File: src/rtl/switchesqsys_nios2_processor_oci_dct_ctrl_pkg.sv
// Shared definitions for the OCI DCT trace-buffer controller:
// entry/buffer geometry, branch-outcome codes and controller states.
package switchesqsys_oci_dct_pkg;

  localparam int ENTRY_W = 2;
  localparam int DEPTH   = 15;
  localparam int BUF_W   = ENTRY_W * DEPTH;
  localparam int CNT_W   = 4;

  // Branch-outcome codes carried in each entry
  localparam logic [ENTRY_W-1:0] DCT_NOT_TAKEN = 2'b00;
  localparam logic [ENTRY_W-1:0] DCT_TAKEN     = 2'b01;
  localparam logic [ENTRY_W-1:0] DCT_INDIRECT  = 2'b10;
  localparam logic [ENTRY_W-1:0] DCT_EXCEPTION = 2'b11;

  typedef enum logic [1:0] {
    IDLE = 2'd0,
    FILL = 2'd1,
    HOLD = 2'd2
  } dct_state_e;

  // Write one entry code into slot idx of a fill buffer; other slots untouched.
  function automatic logic [BUF_W-1:0] put_entry(input logic [BUF_W-1:0]   buf_in,
                                                 input logic [CNT_W-1:0]   idx,
                                                 input logic [ENTRY_W-1:0] code);
    logic [BUF_W-1:0] r;
    r = buf_in;
    for (int i = 0; i < DEPTH; i++) begin
      if (idx == CNT_W'(i)) r[i*ENTRY_W +: ENTRY_W] = code;
    end
    return r;
  endfunction

endpackage

File: src/rtl/switchesqsys_nios2_processor_oci_dct_ctrl_if.sv
// Bundle of the trace-entry input, packet handshake and live-view signals.
// Optional SWITCHESQSYS_OCI_DCT_DROP_CNT_EN adds the drop_count signal.
interface switchesqsys_nios2_processor_oci_dct_ctrl_if;
  import switchesqsys_oci_dct_pkg::*;

  logic               trc_on;
  logic               dct_valid;
  logic [ENTRY_W-1:0] dct_code;
  logic               flush_req;
  logic               pkt_valid;
  logic               pkt_ready;
  logic [BUF_W-1:0]   pkt_buffer;
  logic [CNT_W-1:0]   pkt_count;
  logic [BUF_W-1:0]   dct_buffer;
  logic [CNT_W-1:0]   dct_count;
  logic               overflow;
  logic               busy;
`ifdef SWITCHESQSYS_OCI_DCT_DROP_CNT_EN
  logic [7:0]         drop_count;
`endif

  // Controller side
  modport master (
    input  trc_on, dct_valid, dct_code, flush_req, pkt_ready,
    output pkt_valid, pkt_buffer, pkt_count, dct_buffer, dct_count, overflow, busy
`ifdef SWITCHESQSYS_OCI_DCT_DROP_CNT_EN
    , output drop_count
`endif
  );

  // Trace source / packet sink side
  modport slave (
    output trc_on, dct_valid, dct_code, flush_req, pkt_ready,
    input  pkt_valid, pkt_buffer, pkt_count, dct_buffer, dct_count, overflow, busy
`ifdef SWITCHESQSYS_OCI_DCT_DROP_CNT_EN
    , input drop_count
`endif
  );

endinterface

File: src/rtl/switchesqsys_nios2_processor_oci_dct_ctrl_pkt_reg.sv
// Packet holding register with valid/ready output handshake.
// A load while the previous packet is being accepted replaces it in place,
// so back-to-back packets keep valid high.
module switchesqsys_oci_dct_pkt_reg
  import switchesqsys_oci_dct_pkg::*;
(
  input  logic             clk,
  input  logic             reset,
  input  logic             load,
  input  logic [BUF_W-1:0] payload,
  input  logic [CNT_W-1:0] count,
  input  logic             ready,
  output logic             valid,
  output logic [BUF_W-1:0] buffer,
  output logic [CNT_W-1:0] held_count,
  output logic             stall
);

  logic             valid_q;
  logic [BUF_W-1:0] buffer_q;
  logic [CNT_W-1:0] count_q;

  // Held packet cannot be replaced while offered and not accepted
  assign stall = valid_q & ~ready;

  // Capture a new packet on load; retire the held one on transfer
  always_ff @(posedge clk) begin
    if (reset) begin
      valid_q  <= 1'b0;
      buffer_q <= '0;
      count_q  <= '0;
    end else if (load) begin
      valid_q  <= 1'b1;
      buffer_q <= payload;
      count_q  <= count;
    end else if (valid_q && ready) begin
      valid_q  <= 1'b0;
    end
  end

  assign valid      = valid_q;
  assign buffer     = buffer_q;
  assign held_count = count_q;

endmodule

File: src/rtl/switchesqsys_nios2_processor_oci_dct_ctrl.sv
// OCI DCT trace-buffer controller: packs 2-bit branch codes into a 15-entry
// fill buffer and hands full or flushed buffers to the packet sink.
// Optional feature macro: SWITCHESQSYS_OCI_DCT_DROP_CNT_EN (saturating drop_count).
module switchesqsys_nios2_processor_oci_dct_ctrl
  import switchesqsys_oci_dct_pkg::*;
(
  input logic clk,
  input logic reset,
  switchesqsys_nios2_processor_oci_dct_ctrl_if.master bus
);

  logic [BUF_W-1:0] fill_q;
  logic [CNT_W-1:0] cnt_q;
  logic             trc_q;
  logic             flush_pend_q;
  logic             ovf_q;
  dct_state_e       state_q;

  logic [BUF_W-1:0] fill_acc;
  logic [CNT_W-1:0] cnt_acc;
  logic [CNT_W-1:0] cnt_nxt;
  dct_state_e       state_nxt;
  logic             accept;
  logic             full;
  logic             wr;
  logic             drop;
  logic             trc_fall;
  logic             trc_rise;
  logic             flush_want;
  logic             emit;
  logic             load;
  logic             stall;
  logic             pkt_valid;
  logic             pkt_valid_nxt;
  logic [BUF_W-1:0] pkt_buffer;
  logic [CNT_W-1:0] pkt_count;

  assign accept   = bus.trc_on & bus.dct_valid;
  assign full     = (cnt_q == CNT_W'(DEPTH));
  // A full fill buffer can only exist while the emit is stalled; extra entries are lost
  assign wr       = accept & ~full;
  assign drop     = accept & full;
  assign trc_fall = trc_q & ~bus.trc_on;
  assign trc_rise = ~trc_q & bus.trc_on;

  // Fill buffer and count as they stand after this cycle's accept
  always_comb begin
    fill_acc = fill_q;
    cnt_acc  = cnt_q;
    if (wr) begin
      fill_acc = put_entry(fill_q, cnt_q, bus.dct_code);
      cnt_acc  = cnt_q + CNT_W'(1);
    end
  end

  // Flush requests (explicit, trace-off edge, or stalled earlier) need a non-empty buffer
  assign flush_want = (bus.flush_req | trc_fall | flush_pend_q) & (cnt_acc != '0);
  assign emit       = (cnt_acc == CNT_W'(DEPTH)) | flush_want;
  assign load       = emit & ~stall;

  // Next-state view used for the registered state/busy output
  always_comb begin
    cnt_nxt       = load ? '0 : cnt_acc;
    pkt_valid_nxt = load | stall;
    if (pkt_valid_nxt)       state_nxt = HOLD;
    else if (cnt_nxt != '0)  state_nxt = FILL;
    else                     state_nxt = IDLE;
  end

  // Fill buffer, pending flush, overflow and state registers
  always_ff @(posedge clk) begin
    if (reset) begin
      fill_q       <= '0;
      cnt_q        <= '0;
      trc_q        <= 1'b0;
      flush_pend_q <= 1'b0;
      ovf_q        <= 1'b0;
      state_q      <= IDLE;
    end else begin
      trc_q        <= bus.trc_on;
      fill_q       <= load ? '0 : fill_acc;
      cnt_q        <= cnt_nxt;
      flush_pend_q <= flush_want & ~load;
      state_q      <= state_nxt;
      if (drop)          ovf_q <= 1'b1;
      else if (trc_rise) ovf_q <= 1'b0;
    end
  end

`ifdef SWITCHESQSYS_OCI_DCT_DROP_CNT_EN
  logic [7:0] drop_cnt_q;

  function automatic logic [7:0] sat_inc(input logic [7:0] v);
    return (v == 8'hFF) ? v : v + 8'd1;
  endfunction

  // Saturating count of dropped entries, cleared together with overflow
  always_ff @(posedge clk) begin
    if (reset)         drop_cnt_q <= '0;
    else if (drop)     drop_cnt_q <= sat_inc(drop_cnt_q);
    else if (trc_rise) drop_cnt_q <= '0;
  end

  assign bus.drop_count = drop_cnt_q;
`endif

  switchesqsys_oci_dct_pkt_reg u_pkt_reg (
    .clk        (clk),
    .reset      (reset),
    .load       (load),
    .payload    (fill_acc),
    .count      (cnt_acc),
    .ready      (bus.pkt_ready),
    .valid      (pkt_valid),
    .buffer     (pkt_buffer),
    .held_count (pkt_count),
    .stall      (stall)
  );

  assign bus.pkt_valid  = pkt_valid;
  assign bus.pkt_buffer = pkt_buffer;
  assign bus.pkt_count  = pkt_count;
  assign bus.dct_buffer = fill_q;
  assign bus.dct_count  = cnt_q;
  assign bus.overflow   = ovf_q;
  assign bus.busy       = (state_q != IDLE);

endmodule

File: src/flat_wrapper.sv
// flat-port wrapper written by rule: the top's interface ports become plain ports
module switchesqsys_nios2_processor_oci_dct_ctrl_flat import switchesqsys_oci_dct_pkg::*;
  (clk, reset, bus_trc_on, bus_dct_valid, bus_dct_code, bus_flush_req, bus_pkt_ready, bus_pkt_valid, bus_pkt_buffer, bus_pkt_count, bus_dct_buffer, bus_dct_count, bus_overflow, bus_busy);
  switchesqsys_nios2_processor_oci_dct_ctrl_if bus_i ();
  input logic clk;
  input logic reset;
  input wire logic [$bits(bus_i.trc_on)-1:0] bus_trc_on;
  input wire logic [$bits(bus_i.dct_valid)-1:0] bus_dct_valid;
  input wire logic [$bits(bus_i.dct_code)-1:0] bus_dct_code;
  input wire logic [$bits(bus_i.flush_req)-1:0] bus_flush_req;
  input wire logic [$bits(bus_i.pkt_ready)-1:0] bus_pkt_ready;
  output wire logic [$bits(bus_i.pkt_valid)-1:0] bus_pkt_valid;
  output wire logic [$bits(bus_i.pkt_buffer)-1:0] bus_pkt_buffer;
  output wire logic [$bits(bus_i.pkt_count)-1:0] bus_pkt_count;
  output wire logic [$bits(bus_i.dct_buffer)-1:0] bus_dct_buffer;
  output wire logic [$bits(bus_i.dct_count)-1:0] bus_dct_count;
  output wire logic [$bits(bus_i.overflow)-1:0] bus_overflow;
  output wire logic [$bits(bus_i.busy)-1:0] bus_busy;
  assign bus_i.trc_on = bus_trc_on;
  assign bus_i.dct_valid = bus_dct_valid;
  assign bus_i.dct_code = bus_dct_code;
  assign bus_i.flush_req = bus_flush_req;
  assign bus_i.pkt_ready = bus_pkt_ready;
  assign bus_pkt_valid = bus_i.pkt_valid;
  assign bus_pkt_buffer = bus_i.pkt_buffer;
  assign bus_pkt_count = bus_i.pkt_count;
  assign bus_dct_buffer = bus_i.dct_buffer;
  assign bus_dct_count = bus_i.dct_count;
  assign bus_overflow = bus_i.overflow;
  assign bus_busy = bus_i.busy;
  switchesqsys_nios2_processor_oci_dct_ctrl u_core (.clk(clk), .reset(reset), .bus(bus_i));
endmodule
File: config.mk
export PLATFORM = sky130hd
export DESIGN_NAME = switchesqsys_nios2_processor_oci_dct_ctrl_flat
export DESIGN_NICKNAME = d
export VERILOG_FILES = /design/src/rtl/switchesqsys_nios2_processor_oci_dct_ctrl_pkg.sv /design/src/rtl/switchesqsys_nios2_processor_oci_dct_ctrl_if.sv /design/src/rtl/switchesqsys_nios2_processor_oci_dct_ctrl_pkt_reg.sv /design/src/rtl/switchesqsys_nios2_processor_oci_dct_ctrl.sv /design/src/flat_wrapper.sv
export SDC_FILE = /design/constraint.sdc
export NUM_CORES = 1
export LEC_CHECK = 0
export ABC_CLOCK_PERIOD_IN_PS = 4600
export BUFFER_PORTS_ARGS = -buffer_cell sky130_fd_sc_hd__buf_2
export CORE_ASPECT_RATIO = 0.7
export CORE_MARGIN = 5
export CORE_UTILIZATION = 40
export CTS_CLUSTER_DIAMETER = 150
export DETAILED_ROUTE_END_ITERATION = 7
export SLEW_MARGIN = 20
export SYNTH_ARGS = -nofsm -noshare
export SYNTH_HDL_FRONTEND = slang
export SYNTH_SLANG_ARGS = --single-unit
File: constraint.sdc
create_clock -name clk -period 4.6 [get_ports clk]
set_input_delay 0.69 -clock clk [delete_from_list [all_inputs] [get_ports clk]]
set_output_delay 0.69 -clock clk [all_outputs]
set_load 0.02 [all_outputs]
# ---- After elaboration in Yosys (flattened, before gate mapping)
# Index checks and enable logic that the tools add are counted.
dict set report totals {
  elab_cells 79
  register_bits 74
}
dict set report classes {
  reduce_logical 9
  bitwise 19
  addsub 1
  eq_ne 16
  muxes 24
}
# cell count
set ops {}
lappend ops {{4-bit equality test, second input constant} 9}
lappend ops {{2-bit two-way mux} 16}
lappend ops {{30-bit two-way mux} 1}
lappend ops {{4-bit by 3-bit equality test with 1-bit output, second input constant} 4}
lappend ops {{1-bit bitwise AND} 9}
lappend ops {{4-bit by 2-bit equality test with 1-bit output, second input constant} 2}
lappend ops {{4-bit two-way mux} 2}
lappend ops {{4-bit nonzero test} 2}
lappend ops {{1-bit NOT} 6}
lappend ops {{2-bit nonzero test} 3}
lappend ops {{1-bit two-way mux} 5}
lappend ops {{4-bit by 1-bit adder with 4-bit output, second input constant} 1}
lappend ops {{4-bit by 1-bit equality test with 1-bit output, second input constant} 1}
lappend ops {{4-bit logical NOT} 1}
lappend ops {{1-bit bitwise OR} 4}
lappend ops {{2-bit OR reduction} 2}
lappend ops {{1-bit logical AND} 1}

# ---- Longest topological paths before layout
dict set report logic_depth {
  depth_word 12
  ltp_mapped 10
  depth_no_buf 7
}

# ---- Cells and area by module
# Synthesis repeated with hierarchy kept, for this count alone.
dict set report unflattened {
  cells_unflattened 290
  hier_area_um2 3181.8
}
# mod cells_each instances area_each_um2 seq_area_each_um2
set modules_own_cells {}
lappend modules_own_cells {switchesqsys_nios2_processor_oci_dct_ctrl 177 1 1906.8 780.7}
lappend modules_own_cells {switchesqsys_oci_dct_pkt_reg 113 1 1275.0 700.7}

# ---- Worst setup path after synthesis
# OpenSTA, ideal clock, no wires.
dict set report synth_timing {
  path_type {register to register}
  startpoint {register u_core.cnt_q[0] (netlist: u_core.bus.dct_count[0])}
  endpoint {register u_core.u_pkt_reg.buffer_q[0] (netlist: u_core.u_pkt_reg.buffer[0])}
  arrival_ns 2.534
  stages_incl_launch_ff 11
  path_buffers 3
  setup_time_ns 0.121
  required_ns 4.479
  slack_ns 1.945
  cell_sequence {dfxtp_1 -> buf_2 -> inv_1 -> ha_1 -> nand4b_1 -> a211oi_1 -> a311o_1 -> o32a_1 -> buf_6 -> buf_12 -> mux2_4}
}
dict set report synth_between {
  elab_chain_cells 8
  word_cells_on_any_way 13
  cone_classes {add/sub: 1; eq/ne: 2; mux: 3; bitwise: 5; reduce/logical: 2}
}
# element line
set synth_rtl {}
lappend synth_rtl {{start, declared} switchesqsys_nios2_processor_oci_dct_ctrl.sv:13} ;# logic [CNT_W-1:0] cnt_q;
lappend synth_rtl {{start signal, assigned} switchesqsys_nios2_processor_oci_dct_ctrl.sv:82} ;# cnt_q <= cnt_nxt;
lappend synth_rtl {{parallel branches: the longest is 8 deep, another holds 4-bit by 1-bit adder with 4-bit output} n/a}
lappend synth_rtl {{end signal, assigned} switchesqsys_nios2_processor_oci_dct_ctrl_pkt_reg.sv:34} ;# buffer_q <= payload;
lappend synth_rtl {{end, declared} switchesqsys_nios2_processor_oci_dct_ctrl_pkt_reg.sv:20} ;# logic [BUF_W-1:0] buffer_q;
# Parallel ways; which one is timed is not known.
# A chain may end at the register's enable or synchronous reset.

# ---- Final worst setup path
dict set report layout_timing {
  startpoint {register u_core.cnt_q[0] (netlist: u_core.bus.dct_count[0])}
  endpoint {register u_core.u_pkt_reg.buffer_q[2] (netlist: u_core.u_pkt_reg.buffer[2])}
}
# Same word-level chain as after synthesis.

==> metrics.txt <==
Layout Area Growth over Synthesis 22.1%; number of port buffers 78; ports placed on the boundary 79; largest net degree at the start of global routing 107; number of resized instances in the post-cts repair step 0; starting density of the core 40.8%; power density over the cells 386 nW/um^2; Worst slew margin 32.2%; power consumption 1630 uW; Detail Route Antenna Nets 0; Antenna Cells 0; Max Clk Rate 0.316 GHz; Die ar. 10,600 um^2; DRT iter0 DRCs 129; worst-skew pair later-pin latency 0.33 ns; First-pass DRT Iterations 4; total wire length after detailed routing 8130 um; Setup crit start kind flop; number of register bits inferred by synthesis 74; CTS H-tree lvls 3; initial antenna violation count 0; gr ovfl total 0; Worst EP required 4.81 ns; prevailing post-synth register cell sky130_fd_sc_hd__dfxtp_1; final setup TNS 0 ns; Min-Delay Path Class flop to flop; pre-CTS worst setup slack 1.37 ns; Mapped Avg Cell Area 10.3 um^2; CTS tree done; dpl hpwl 5520 um; total internal power 1280 uW; via count of the first global-routing pass 2,512; share of cells above drive strength 1 33.4%; number of enable-type register cells in the synthesized netlist 0; first-pass GRT wire length 13,000 um; sequential element share of the synthesized area 43.0%; share of flip-flops with an asynchronous set or reset after synthesis 0%; result of the run finished clean; Mapped Nets 348; number of buffers inserted by hold repair at cts 0; largest fanout on the critical path 13; Setup violations, final 0; cell leakage power 0.00207 uW; Post-layout nets 414; clock root buffer sky130_fd_sc_hd__clkbuf_16; via count normalized by instance count 4.91; overall fraction of global-route tracks in use 15.7%; largest voltage drop on the vdd net 0.186 mV; unrepaired setup endpoints after global routing false; switching power share of the total 21.6%; number of placement rows 28; Netlist Area Pre-Place 3450 um^2; Clk pin slew, worst setup/hold paths 0.06 ns; Crit Path Class flop to flop; Mapped Cells 336; horizontal die dimension 121 um; arrival time at the worst endpoint 3.38 ns; drt wl/cell 15.4 um; clock network power share 52.6%; Tcrit/Tclk final 68.9%; count of vias placed by the detailed router 2,590; Die Y 87.7 um; number of clock sinks 74; power dissipated by switching net loads 351 uW; Final Non-Filler Cells 527; worst clock skew 0.00835 ns; Worst Hold Slack 0.489 ns; maximum buffer depth of the clock tree 2; slack of the critical path 1.43 ns; number of different library cells in the post-synthesis netlist 44; number of hold violations in the final report 0; clock buffer count from CTS 9; warning count from the yosys run 0; kind of capture point of the worst setup path flop; Setup Fix Bufs, Post-CTS 0; maxcap violations 0; transition at the pin with the smallest max-transition slack 1.02 ns; Core Area 8440 um^2; number of remaining DRC errors 0; sequential cell fraction of total power 40.1%; Final Max Tran Viols 0; post-layout min period 3.17 ns; relative contribution of combinational cells to total power 7.3%; number of placed instances with taps included 511; global placer's final weighted congestion 0.794
[critical path, cell delays in order (launching register included)]
cell and delay, ns:
sky130_fd_sc_hd__dfxtp_1 0.57, sky130_fd_sc_hd__ha_1 0.39, sky130_fd_sc_hd__nand2_1 0.15, sky130_fd_sc_hd__o22ai_1 0.52, sky130_fd_sc_hd__nand2b_1 0.28, sky130_fd_sc_hd__o32a_2 0.48
sky130_fd_sc_hd__buf_4 0.34, sky130_fd_sc_hd__mux2_4 0.32
[through the flow]
stage | area (um^2) | utilization, %
2_1_floorplan | 3450 | -
5_1_grt | 4210 | 49.9
6_report | 4210 | 49.9
4_1_cts | 4210 | 49.9
3_5_place_dp | 3840 | 45.5
3_3_place_gp | 3840 | 45.5
[area by class of cell]
cell class,instances,area [um^2]
fill,787,4230
multi-input combinational,231,1780
sequential,74,1480
timing repair buffer,81,415
clock buffer,10,229
tap,120,150
clock inverter,6,138
inverter,5,18.8
[synthesized netlist by cell type, types with 4 or more instances]
master,count,area [um^2]
sky130_fd_sc_hd__dfxtp_1,74,1480
sky130_fd_sc_hd__inv_1,4,15.0
sky130_fd_sc_hd__nor2b_1,33,206
sky130_fd_sc_hd__nor3b_1,4,30.0
sky130_fd_sc_hd__buf_2,4,20.0
sky130_fd_sc_hd__mux2i_1,33,330
sky130_fd_sc_hd__nand2_1,14,52.6
sky130_fd_sc_hd__ha_1,4,50.1
sky130_fd_sc_hd__nor3_1,34,170
sky130_fd_sc_hd__mux2_4,29,435
sky130_fd_sc_hd__clkbuf_1,14,52.6
sky130_fd_sc_hd__nand2b_1,4,25.0
sky130_fd_sc_hd__buf_6,4,45.0
sky130_fd_sc_hd__nor2_1,37,139
[registers in the layout, summed over array words and instances (netlist names)]
name,count
u_core.flush_pend_q,1
u_core.bus.overflow,1
u_core.trc_q,1
u_core.u_pkt_reg.valid,1
u_core.bus.dct_buffer,30
u_core.state_q,2
u_core.bus.dct_count,4
u_core.u_pkt_reg.buffer,30
u_core.u_pkt_reg.held_count,4
[kinds of logic after synthesis]
| kind of cell | count (synthesis) | share of synthesized area, % |
|---|---|---|
| muxes | 65 | 23.2 |
| buffers and inverters | 31 | 5.81 |
| and+or+nand+nor | 141 | 21.4 |
| xor gates and xnor gates | 2 | 0.508 |
| AOI/OAI and AO/OA | 19 | 4.68 |
| adders and majority gates | 4 | 1.45 |
| DFF | 74 | 43.0 |
[path summary, 6_finish.rpt]
path	startpoint	end	slack, ns	cells after the start
worst max-delay path	u_core.bus.dct_count[0]	u_core.u_pkt_reg.buffer[2]	1.43	7
worst min-delay path	u_core.u_pkt_reg.held_count[3]	u_core.u_pkt_reg.held_count[3]	0.49	2
worst max register to register	u_core.bus.dct_count[0]	u_core.u_pkt_reg.buffer[2]	1.43	7
worst min register to register	u_core.u_pkt_reg.held_count[3]	u_core.u_pkt_reg.held_count[3]	0.49	2
[metal layers]
metal	share of wire, %	up-vias	track usage (%)
met5	0	-	0
met4	1.0	0	4.22
met1	51	1215	21.9
li1	-	1288	-
met2	42	77	23.1
met3	6.6	10	5.55
[layout by cell type (no fill, tap or decap), types with 2 or more instances in the layout]
cell type | Yosys | routed
sky130_fd_sc_hd__and3_1 | 3 | 3
sky130_fd_sc_hd__mux2i_1 | 33 | 33
sky130_fd_sc_hd__a2111oi_0 | 2 | 2
sky130_fd_sc_hd__nor2_1 | 37 | 37
sky130_fd_sc_hd__nor3_1 | 34 | 34
sky130_fd_sc_hd__mux2_4 | 29 | 29
sky130_fd_sc_hd__nand2b_1 | 4 | 4
sky130_fd_sc_hd__nand3_1 | 2 | 2
sky130_fd_sc_hd__clkbuf_16 | 0 | 9
sky130_fd_sc_hd__inv_1 | 4 | 4
sky130_fd_sc_hd__buf_4 | 0 | 4
sky130_fd_sc_hd__nor2b_1 | 33 | 33
sky130_fd_sc_hd__dfxtp_1 | 74 | 74
sky130_fd_sc_hd__nor3b_1 | 4 | 4
sky130_fd_sc_hd__nand2_1 | 14 | 14
sky130_fd_sc_hd__and4b_1 | 2 | 2
sky130_fd_sc_hd__buf_2 | 4 | 77
sky130_fd_sc_hd__or2_2 | 2 | 2
sky130_fd_sc_hd__bufinv_16 | 0 | 4
sky130_fd_sc_hd__mux2_2 | 3 | 3
sky130_fd_sc_hd__a31oi_1 | 2 | 2
sky130_fd_sc_hd__a211oi_1 | 2 | 2
sky130_fd_sc_hd__a21oi_1 | 3 | 3
sky130_fd_sc_hd__ha_1 | 4 | 4
[power groups by stage]
| stage | registers [uW] | clock network, uW | logic (uW) |
|---|---|---|---|
| after floorplan | 670 | 0 | 97.5 |
| after global placement | 666 | 0 | 118 |
| after detailed placement | 667 | 0 | 119 |
| after CTS | 653 | 868 | 120 |
| after global routing | 653 | 897 | 128 |
| final | 653 | 855 | 119 |
Power figures use the tool's default switching activity.
